### src/rtl/ex_flags_stage.sv
// ex_flags_stage
//   EX/MEM pipeline register plus NZCV flag register and B.cond resolution.
//
//   Ports:
//     clk          system clock, rising edge
//     reset        asynchronous, active-low clear of all state
//     ex_valid     EX instruction valid
//     ex_result    N-bit adder sum from EX
//     of_flag      adder signed overflow (V)
//     co_flag      adder carry out (C)
//     set_flags    EX instruction writes NZCV
//     is_bcond     EX instruction is a conditional branch
//     cond         4-bit branch condition code
//     stall        hold the EX/MEM boundary this cycle
//     flush        kill the EX instruction this cycle (beats stall)
//     mem_valid    registered valid into MEM
//     mem_result   registered result into MEM
//     flags_nzcv   architectural flags {N,Z,C,V}
//     take_branch  combinational branch decision from the registered flags
module ex_flags_stage #(
  parameter int unsigned N = 64
) (
  input  logic         clk,
  input  logic         reset,
  input  logic         ex_valid,
  input  logic [N-1:0] ex_result,
  input  logic         of_flag,
  input  logic         co_flag,
  input  logic         set_flags,
  input  logic         is_bcond,
  input  logic [3:0]   cond,
  input  logic         stall,
  input  logic         flush,
  output logic         mem_valid,
  output logic [N-1:0] mem_result,
  output logic [3:0]   flags_nzcv,
  output logic         take_branch
);

  logic         mem_valid_q,  mem_valid_d;
  logic [N-1:0] mem_result_q, mem_result_d;
  logic [3:0]   flags_q,      flags_d;

  logic       commit;
  logic [3:0] new_flags;
  logic       f_n, f_z, f_c, f_v;
  logic       cond_true;

  // Flags produced by the current EX instruction and the commit qualifier.
  always_comb begin
    new_flags = {ex_result[N-1], (ex_result == '0), co_flag, of_flag};
    commit    = ex_valid & set_flags & ~stall & ~flush;
  end

  // Next-state: flush clears the MEM slot, stall holds it, otherwise advance.
  // Result data is loaded regardless of ex_valid; consumers qualify it.
  always_comb begin
    mem_valid_d  = mem_valid_q;
    mem_result_d = mem_result_q;
    flags_d      = flags_q;
    if (flush) begin
      mem_valid_d  = 1'b0;
      mem_result_d = '0;
    end else if (!stall) begin
      mem_valid_d  = ex_valid;
      mem_result_d = ex_result;
    end
    if (commit) begin
      flags_d = new_flags;
    end
  end

  always_ff @(posedge clk or negedge reset) begin
    if (!reset) begin
      mem_valid_q  <= 1'b0;
      mem_result_q <= '0;
      flags_q      <= '0;
    end else begin
      mem_valid_q  <= mem_valid_d;
      mem_result_q <= mem_result_d;
      flags_q      <= flags_d;
    end
  end

  // Branch decision uses the registered flags, so a setter in the previous
  // cycle is visible and the same-cycle adder flags never are.
  always_comb begin
    {f_n, f_z, f_c, f_v} = flags_q;
    cond_true = 1'b1;
    case (cond)
      4'b0000: cond_true = f_z;
      4'b0001: cond_true = ~f_z;
      4'b0010: cond_true = f_c;
      4'b0011: cond_true = ~f_c;
      4'b0100: cond_true = f_n;
      4'b0101: cond_true = ~f_n;
      4'b0110: cond_true = f_v;
      4'b0111: cond_true = ~f_v;
      4'b1000: cond_true = f_c & ~f_z;
      4'b1001: cond_true = ~f_c | f_z;
      4'b1010: cond_true = (f_n == f_v);
      4'b1011: cond_true = (f_n != f_v);
      4'b1100: cond_true = ~f_z & (f_n == f_v);
      4'b1101: cond_true = f_z | (f_n != f_v);
      default: cond_true = 1'b1;
    endcase
    take_branch = ex_valid & is_bcond & ~flush & cond_true;
  end

  assign mem_valid  = mem_valid_q;
  assign mem_result = mem_result_q;
  assign flags_nzcv = flags_q;

endmodule

### config.mk
export PLATFORM = sky130hd
export DESIGN_NAME = ex_flags_stage
export DESIGN_NICKNAME = d
export VERILOG_FILES = /design/src/rtl/ex_flags_stage.sv
export SDC_FILE = /design/constraint.sdc
export NUM_CORES = 1
export LEC_CHECK = 0
export BUFFER_PORTS_ARGS = -buffer_cell sky130_fd_sc_hd__buf_4
export CAP_MARGIN = 20
export CORE_MARGIN = 5
export CORE_UTILIZATION = 50
export CTS_CLUSTER_SIZE = 10
export DETAILED_ROUTE_END_ITERATION = 16
export PLACE_DENSITY = 0.86
export REMOVE_ABC_BUFFERS = 1
export SYNTH_ARGS = -nofsm -noshare
export SYNTH_HDL_FRONTEND = slang
export SYNTH_SLANG_ARGS = --single-unit
export TNS_END_PERCENT = 30
### constraint.sdc
create_clock -name clk -period 3.3 [get_ports clk]
set_clock_uncertainty 0.1 [all_clocks]
set_input_delay 0.66 -clock clk [delete_from_list [all_inputs] [get_ports clk]]
set_output_delay 0.66 -clock clk [all_outputs]
set_load 0.02 [all_outputs]
==> metrics.txt, run 1 <==
clk_lat worst skew 330 ps; Num CTS Buffers 9; crit start category primary input; register area share after synthesis between 50% and 60%; global-route wire length before repair ~14,000 um; Slew HR a little over two fifths; die area 0.007887 mm2; HP Class in2async; floorplan die width 88.81 um; Hold-fix buffers, CTS 0; RSZ-0062 raised after global routing false; DRC violations left 0; highest net fanout along the worst path 8; initial detailed-routing violation count between 100 and 150; Core Box Area ~0.006 mm2; Hold Fails Final Rpt 0; Die Y slightly below 90 um; cts repair resizes 0; Ant. Diodes 0; Lkg Pwr between 2 and 2.5 nW; Max IR drop VDD roughly 0.00047 V; Max Fclk ~0.38 GHz; clock root buffer clkbuf_8; Tcrit/Tclk final about 80%; Tmin final approximately 2600 ps; maxcap violations 0; htree depth 3; port bufs roughly 150; worst path required time about 2500 ps; post-layout instance area approximately 0.0045 mm2; setup TNS 0 ps; Pwr Total about 2.3 mW; initial antenna violation count 0; syn_area_per_cell approximately 12 um2; area grow syn2layout 45.21%; vias in the first global route ~2.8k; hold_ws about 330 ps; DRT antenna net count 0; Post-Syn Area approximately 0.0031 mm2; Reg clk slew, reported paths around 80 ps; worst reg2reg startpoint flags_nzcv[3]; grt ovf 0; DR vias roughly 2.7k; Core Rows 28; share of layout cells above drive strength 1 ~42%; CTS Buffer Depth 2; CP Capture Type primary output; setup violators final 0; setup bufs post-CTS 0; GRT Overall Usage about 23%; status complete, no violations; CTS tree yes; Yosys cell types 32; DP Area between 0.004 and 0.005 mm2; pwr/cell area between 500 and 600 mW/mm2; Yosys reg bits a little under 70; Ports between 100 and 150; Nets 486; WL per Instance 17.87 um; DR vias/cell 5.421; Slew @ Worst Pin 855.3 ps; largest net degree at the start of global routing 70; dpl ws just under 700 ps; Initial Util about half; drt total wl between 8000 and 9000 um; Post-Syn Instances roughly 270; Setup Crit Path Kind in2out; Yosys Warn Count 0; DP HPWL between 6000 and 7000 um; final worst-path setup slack approximately 700 ps; Worst EP arrival 1840 ps; clk sinks 69; DRT Pass-1 Iters 4; Slew Limit Fails 0; Crit. Startpoint cond[0]; GP Congestion roughly 0.84
==> logic make-up (layout without fill, tap and decap cells) <==
| family | after synthesis | count (layout) | share of synthesized area [%] |
|---|---|---|---|
| buffers and inverters | 16 | 164 | 2.739 |
| AOI/OAI and AO/OA | 6 | 6 | 1.612 |
| DFF | 69 | 69 | 55.60 |
| muxes | 71 | 71 | 23.05 |
| and+or+nand+nor | 101 | 101 | 16.16 |
| xor gates and xnor gates | 3 | 3 | 0.8462 |
==> cell type report <==
class                      count  area (um2)
multi-input combinational    181        1294
timing repair buffer         148        1124
sequential                    69        1727
tap                           75       93.84
clock buffer                  10       137.6
fill                         422        1481
clock inverter                 6       133.9
==> placed cells by master, fill, tap and decap left out, drive strengths merged, types with 2 or more instances in the layout <==
master / instances
nor4: 17
and4bb: 2
dfrtp: 69
bufinv: 4
mux2i: 67
nor2: 65
clkbuf: 10
and3b: 2
clkinv: 2
nand3b: 2
xor2: 2
nand4: 4
buf: 148
mux2: 4
o211ai: 2
==> per-layer routing <==
| layer | up-vias | GRT usage, % | routed length, um |
|---|---|---|---|
| met5 | - | 0 | 0 |
| met4 | 0 | 7.830 | 112 |
| met3 | 14 | 5.680 | 780 |
| met2 | 101 | 38.60 | 4369 |
| met1 | 1305 | 28.67 | 3476 |
| li1 | 1231 | - | - |
==> path summary, 6_finish.rpt <==
check | endpoint | slack [ps] | cells past startpoint
worst min register to register | mem_result[25] | 430 | 2
worst max-delay path | take_branch | 700 | 6
max in group asynchronous | mem_result[23] | 2210 | 1
worst max register to register | flags_nzcv[3] | 2360 | 1
worst min-delay path | mem_result[37] | 330 | 1
min in group clk | mem_result[25] | 430 | 2
==> synthesized netlist by cell type <==
| library cell | count | area, um2 |
|---|---|---|
| and4b_2 | 1 | 11.26 |
| xor2_1 | 2 | 17.52 |
| nand3_1 | 1 | 5.000 |
| buf_6 | 1 | 11.26 |
| o21ai_0 | 1 | 5.000 |
| nor2b_1 | 1 | 6.260 |
| nand2_1 | 1 | 3.750 |
| o211ai_1 | 1 | 7.510 |
| a31oi_1 | 1 | 6.260 |
| nor3b_1 | 1 | 7.510 |
| nand4b_1 | 1 | 8.760 |
| and3_1 | 1 | 6.260 |
| buf_1 | 6 | 22.52 |
| a22oi_1 | 1 | 7.510 |
| mux2_2 | 4 | 45.04 |
| buf_2 | 7 | 35.03 |
| or4b_1 | 1 | 10.01 |
| nor4b_1 | 1 | 8.760 |
| xnor2_1 | 1 | 8.760 |
| nor4_1 | 17 | 106.4 |
| nand3b_1 | 2 | 15.01 |
| clkbuf_1 | 1 | 3.750 |
| mux2i_1 | 67 | 670.6 |
| and3b_1 | 1 | 8.760 |
| and3b_2 | 1 | 10.01 |
| dlymetal6s2s_1 | 1 | 12.51 |
| o311a_2 | 1 | 11.26 |
| nand4_1 | 4 | 25.02 |
| dfrtp_1 | 69 | 1727 |
| o211ai_2 | 1 | 12.51 |
| nor2_1 | 65 | 244.0 |
| and4bb_2 | 2 | 25.02 |
==> where the power goes <==
part	internal [mW]	switching [mW]
Combinational	0.199	0.217
Sequential	0.898	0.0387
Clock	0.599	0.322
==> per-stage QoR <==
stage	util, %	std cells
3_3_place_gp	70.74	473
6_report	75.27	489
2_1_floorplan	-	250
4_1_cts	75.27	489
3_5_place_dp	70.74	473
5_1_grt	75.27	489
==> registers in the layout (all words and copies together) (netlist names) <==
name and count:
mem_valid 1, flags_nzcv 4, mem_result 64
==> critical path, stage by stage <==
cell and delay, ps:
buf_4 140, or4b_1 510, a31oi_1 180, o211ai_1 110
o211ai_2 80, buf_4 160
No activity file was read; power rests on OpenSTA's default activity.
==> run 2: changes to the inputs <==
- ABC_AREA: default -> 1
- CORE_UTILIZATION: 50 -> 47
- PLACE_DENSITY: 0.86 -> 0.81
- clock period: 3.3 -> 2.5 ns (I/O delays scaled with it)
==> run 2 against run 1 <==
Flip-flop and latch count unchanged. Global-route usage is 1.5 points lower. Die area is 7.4% higher. Hold slack got worse by 150 ps. Total power rose by 17%. Combinational power grew 23%. Via count rose by 16%. Non-clock buffer count up 1. Sequential power rose by 31%. Largest cell class unchanged.
==> metrics.txt, run 2 <==
CP Capture Type primary output; HP Class in2async; Synth Flop Type dfrtp_1; Hold Fails Final Rpt 0; Post-Syn Instances between 300 and 400; combinational share of power about a fifth; met2 usage between 30% and 40%; Tmin final around 2100 ps; P_int ~1.9 mW; Synth area leaders dfrtp_1, nand3_1, nand2_1; DRT antenna net count 0; grt ovf 0; die area 0.008468 mm2; Worst EP arrival around 1500 ps; initial detailed-routing violation count 136; Initial Util 48.95%; GP Congestion between 0.7 and 0.8; pwr/cell area between 500 and 600 mW/mm2; most common cell after layout, fill and taps aside buf_4; GRT Overall Usage about a fifth; htree depth 3; largest net degree at the start of global routing 70; Die Y 92.02 um; Yosys Warn Count 0; DR vias/cell 5.142; DR vias about 3k; highest net fanout along the worst path 4; asr flop ratio synth 100.0%; setup violators final 0; DP HPWL between 6000 and 7000 um; crit start category flop; setup bufs post-CTS 0; Setup Crit Path Kind reg2out; RSZ-0062 raised after global routing false; global-route wire length before repair approximately 15,000 um; clock root buffer clkbuf_8; net switching power 0.7186 mW; Clock Power Share 34.4%; area grow syn2layout 40.76%; Yosys top cell area share 54.61%; Max IR drop VDD 0.0003191 V; switching share of power 27.09%; drt total wl 9035 um; Nets 597; worst reg2reg startpoint mem_result[61]; Yosys cell types 20; setup TNS 0 ps; reg2reg path depth 2; Slew Limit Fails 0; Post-Syn Area 0.003162 mm2; GR peak layer met2; Lkg Pwr between 2 and 2.5 nW; cts repair resizes 0; Slew @ Worst Pin 849.7 ps; worst path required time between 1500 and 2000 ps; port bufs 146; Ports 147; register area share after synthesis about 55%; Hold-fix buffers, CTS 0; floorplan die width a little over 90 um; Slew HR between 40% and 50%; flop2flop setup slack 1660 ps; GR Util met3 between 4 and 5%; area leader, netlist dfrtp_1; CTS tree yes; Yosys reg bits between 60 and 70; Commonest cells post-synth nand3_1, dfrtp_1, nand2_1, inv_1, o21ai_0; Post-synth EDFFs 0; DP Area roughly 0.0043 mm2; grt met1 use around 28%; commonest non-fill, non-tap cells in the layout buf_4, nand3_1, dfrtp_1; Tcrit/Tclk final a little over four fifths; clk sinks 69; most frequent cell after synthesis nand3_1; sequential power share between 40% and 50%; Ant. Diodes 0; CTS Buffer Depth 2; Max Fclk about 0.48 GHz; Core Rows 29; maxcap violations 0; WL per Instance approximately 15 um; clk_lat worst skew between 300 and 400 ps; Num CTS Buffers 9; syn_area_per_cell between 8 and 9 um2; status complete, no violations; vias in the first global route ~3.1k; post-layout instance area roughly 0.0045 mm2; share of layout cells above drive strength 1 about 33%; initial antenna violation count 0; RR Endpoint mem_result[61]; Largest register FFs 64; DRC violations left 0; Reg clk slew, reported paths about 70 ps; DRT Pass-1 Iters 4; Core Box Area roughly 0.0065 mm2
run 2: cell types whose count changed after synthesis, moves of 8 or more:
| cell | delta |
|---|---|
| inv_1 | +54 |
| nand3_1 | +77 |
| buf_4 | +8 |
| o21ai_0 | +40 |
| mux2i_1 | -67 |
| nor2_1 | -41 |
| nand2_1 | +63 |
| nor4_1 | -17 |
run 2: power groups by stage:
stage / registers [mW] / logic (mW) / clock network, mW
3_3_place_gp: 1.25 / 0.505 / 0
3_5_place_dp: 1.25 / 0.516 / 0
2_1_floorplan: 1.33 / 0.134 / 0
6_report: 1.23 / 0.510 / 0.913
5_1_grt: 1.24 / 0.560 / 0.981
4_1_cts: 1.23 / 0.516 / 0.932
run 2: area by class of cell:
cell class              instances  area [um2]
fillers                       549        2008
flip-flops and latches         69        1727
repair buffers                149        1119
multi-input cells             234        1096
inverters                      57       214.0
clock buffers                  13       168.9
well taps                      77       96.34
clock inverters                 1       30.03
run 2: worst max-delay path by stage:
| stage | startpoint | end | slack (ps) | cells after the start |
|---|---|---|---|---|
| 3_5_place_dp | cond[1] | take_branch | 550 | 10 |
| 3_3_place_gp | cond[1] | take_branch | 620 | 10 |
| 2_1_floorplan | flush | take_branch | 470 | 3 |
| 4_1_cts | flags_nzcv[0] | take_branch | 390 | 9 |
| 5_1_grt | flags_nzcv[3] | take_branch | 230 | 9 |
| 6_report | flags_nzcv[0] | take_branch | 410 | 9 |
run 2: cell families (layout without fill, tap and decap cells):
family	count (synthesis)	count (layout)	synth area share, %
simple gates	182	182	26.20
flops	69	69	54.61
compound gates	52	52	8.469
buf+inv	77	220	10.72
run 2: per-stage QoR:
stage | std cells | hold WS (ps) | util (%) | power, mW | setup slack [ps]
floorplan | 360 | 104.4 | - | 1.462 | 471.0
global placement | 586 | 395.5 | 65.83 | 1.752 | 616.0
detailed placement | 586 | 397.4 | 65.83 | 1.763 | 549.3
CTS | 600 | 205.8 | 68.91 | 2.677 | 390.7
global route | 600 | 252.0 | 68.91 | 2.778 | 234.3
finish | 600 | 179.1 | 68.91 | 2.653 | 406.1
run 2: routing by layer:
metal | routed length (um) | vias to the layer above
li1 | - | 1513
met1 | 3759 | 1444
met2 | 4483 | 112
met3 | 611 | 16
met4 | 180 | 0
met5 | 0 | -
run 2: worst max-delay path, cell delays in order, from the launching register on:
cell	delay, ps
dfrtp_1	410
inv_1	80
nand2_1	90
nand2_1	80
nand2_1	50
nand3_1	60
nand2_1	80
nor2_2	120
a21oi_2	50
buf_4	150
==> run 3: changes to the inputs <==
- clock period: 2.5 -> 2.14 ns (I/O delays scaled with it)
==> run 3 against run 2 <==
Core utilization up 0.66 points. Worst setup slack lost 340 ps. Routed wire length increased by 4.9%. Via count rose by 4.5%. First-iteration DRC count is 40% higher. Hold slack improved by 25 ps. Combinational power grew 24%. Total power is 13% higher. Die area unchanged. Largest cell class unchanged.
==> metrics.txt, run 3 (same netlist as run 2, synthesis figures left out) <==
clk_lat worst skew 310 ps; HP Class in2reg; grt ovf 0; clk sinks just under 70; DRC violations left 0; Core Box Area around 0.0065 mm2; post-layout instance area roughly 0.0045 mm2; setup TNS 0 ps; DR vias approximately 3.2k; DP Area ~0.0043 mm2; Finished Core Util 69.57%; largest net degree at the start of global routing 66; crit-path cells buf_4 -> nand2_2 -> nand3_1 -> nand3_1 -> nand2_1 -> nor2_2 -> a21oi_2 -> buf_4; initial detailed-routing violation count 190; DRT antenna net count 0; setup violators final 0; pwr/cell area 668.7 mW/mm2; DP HPWL ~7000 um; status complete, no violations; port bufs about 150; GP Congestion a little over 0.8; Nets 602; area grow syn2layout 42.11%; clock root buffer clkbuf_8; Largest register FFs 64; CTS Buffer Depth 2; Ant. Diodes 0; floorplan die width 92.02 um; worst path bufs/invs 2; Slew HR approximately 54%; commonest non-fill, non-tap cells in the layout buf_4, nand3_1, dfrtp_1; most common cell after layout, fill and taps aside buf_4; Setup Crit Path Kind reg2out; highest net fanout along the worst path 4; placed instance count just under 600; htree depth 3; global-route wire length before repair about 16,000 um; share of layout cells above drive strength 1 between 30% and 40%; CP delay by family, top simple AND/OR/NAND/NOR gates; DRT Pass-1 Iters 6; Lkg Pwr around 2.5 nW; Worst EP arrival ~1500 ps; CTS tree yes; Tmin final 2073 ps; Slew @ Worst Pin slightly below 700 ps; crit path max-delay cell type dfrtp_1; crit start category flop; drt total wl between 9000 and 10,000 um; hold_ws 204.0 ps; DR vias/cell ~5.3; Ports between 100 and 150; GRT Overall Usage between 20% and 30%; Die Y just over 90 um; Max Fclk slightly below 0.5 GHz; Pwr Total 3.005 mW; Slew Limit Fails 0; reg2reg path depth 2; initial antenna violation count 0; CP Depth 8; vias in the first global route around 3.3k; CP Capture Type primary output; die area about 0.0085 mm2; Hold Fails Final Rpt 0; maxcap violations 0; Tcrit/Tclk final between 90% and 100%; Core Rows 29; critical path's largest stage delay 410 ps; hold path depth 3; dpl ws 323.4 ps; worst path required time roughly 1600 ps; final worst-path setup slack around 67 ps; WL per Instance 15.61 um; Num CTS Buffers 9; Initial Util around 49%; flop2flop setup slack ~1300 ps; Reg clk slew, reported paths around 80 ps; Max IR drop VDD roughly 0.00043 V; non-filler cells, final roughly 600
-- run 3: cell types whose count changed in the layout (fill, tap and decap cells not counted), sizes merged --
cell / delta
clkinv: +3
buf: +4
clkbuf: -1
bufinv: -1
dlygate4sd3: +1
clkinvlp: +1
-- run 3: worst paths after layout --
check | end | startpoint
worst max-delay path | take_branch | flags_nzcv[3]
worst min-delay path | mem_result[49] | ex_result[49]
worst max register to register | mem_result[59] | mem_result[59]
worst min register to register | mem_result[1] | mem_result[1]
max in group asynchronous | flags_nzcv[2] | reset
min in group asynchronous | mem_result[35] | reset
-- run 3: cell type report --
class | instances | area, um2
multi-input cells | 234 | 1106
well taps | 77 | 96.34
fillers | 538 | 1966
flip-flops and latches | 69 | 1728
inverters | 57 | 214.0
clock buffers | 12 | 155.1
clock inverters | 4 | 22.52
repair buffers | 154 | 1171
-- run 3: worst min-delay path, cell delays in order --
cell and delay, ps:
buf_4 80, nand2_1 40, nand2_1 40
-- run 3: power by group --
part	leakage (nW)	switching [mW]	internal, mW
registers	0.911	0.0538	1.38
logic	1.48	0.361	0.270
clock network	0.0921	0.458	0.479
-- run 3: per-layer routing --
| metal | up-vias | part of all wire (%) | global-route usage (%) |
|---|---|---|---|
| li1 | 1523 | - | - |
| met1 | 1533 | 40 | 28.23 |
| met2 | 149 | 52 | 38.93 |
| met3 | 19 | 7.1 | 4.501 |
| met4 | 0 | 1.8 | 7.426 |
| met5 | - | 0 | 0 |
-- run 3: timing repair --
item,in CTS,in global routing
hold buffers,1,0
gates resized for setup,0,4
endpoints found under the hold margin,35,0
buffers inserted,0,2
setup endpoints to repair,0,1
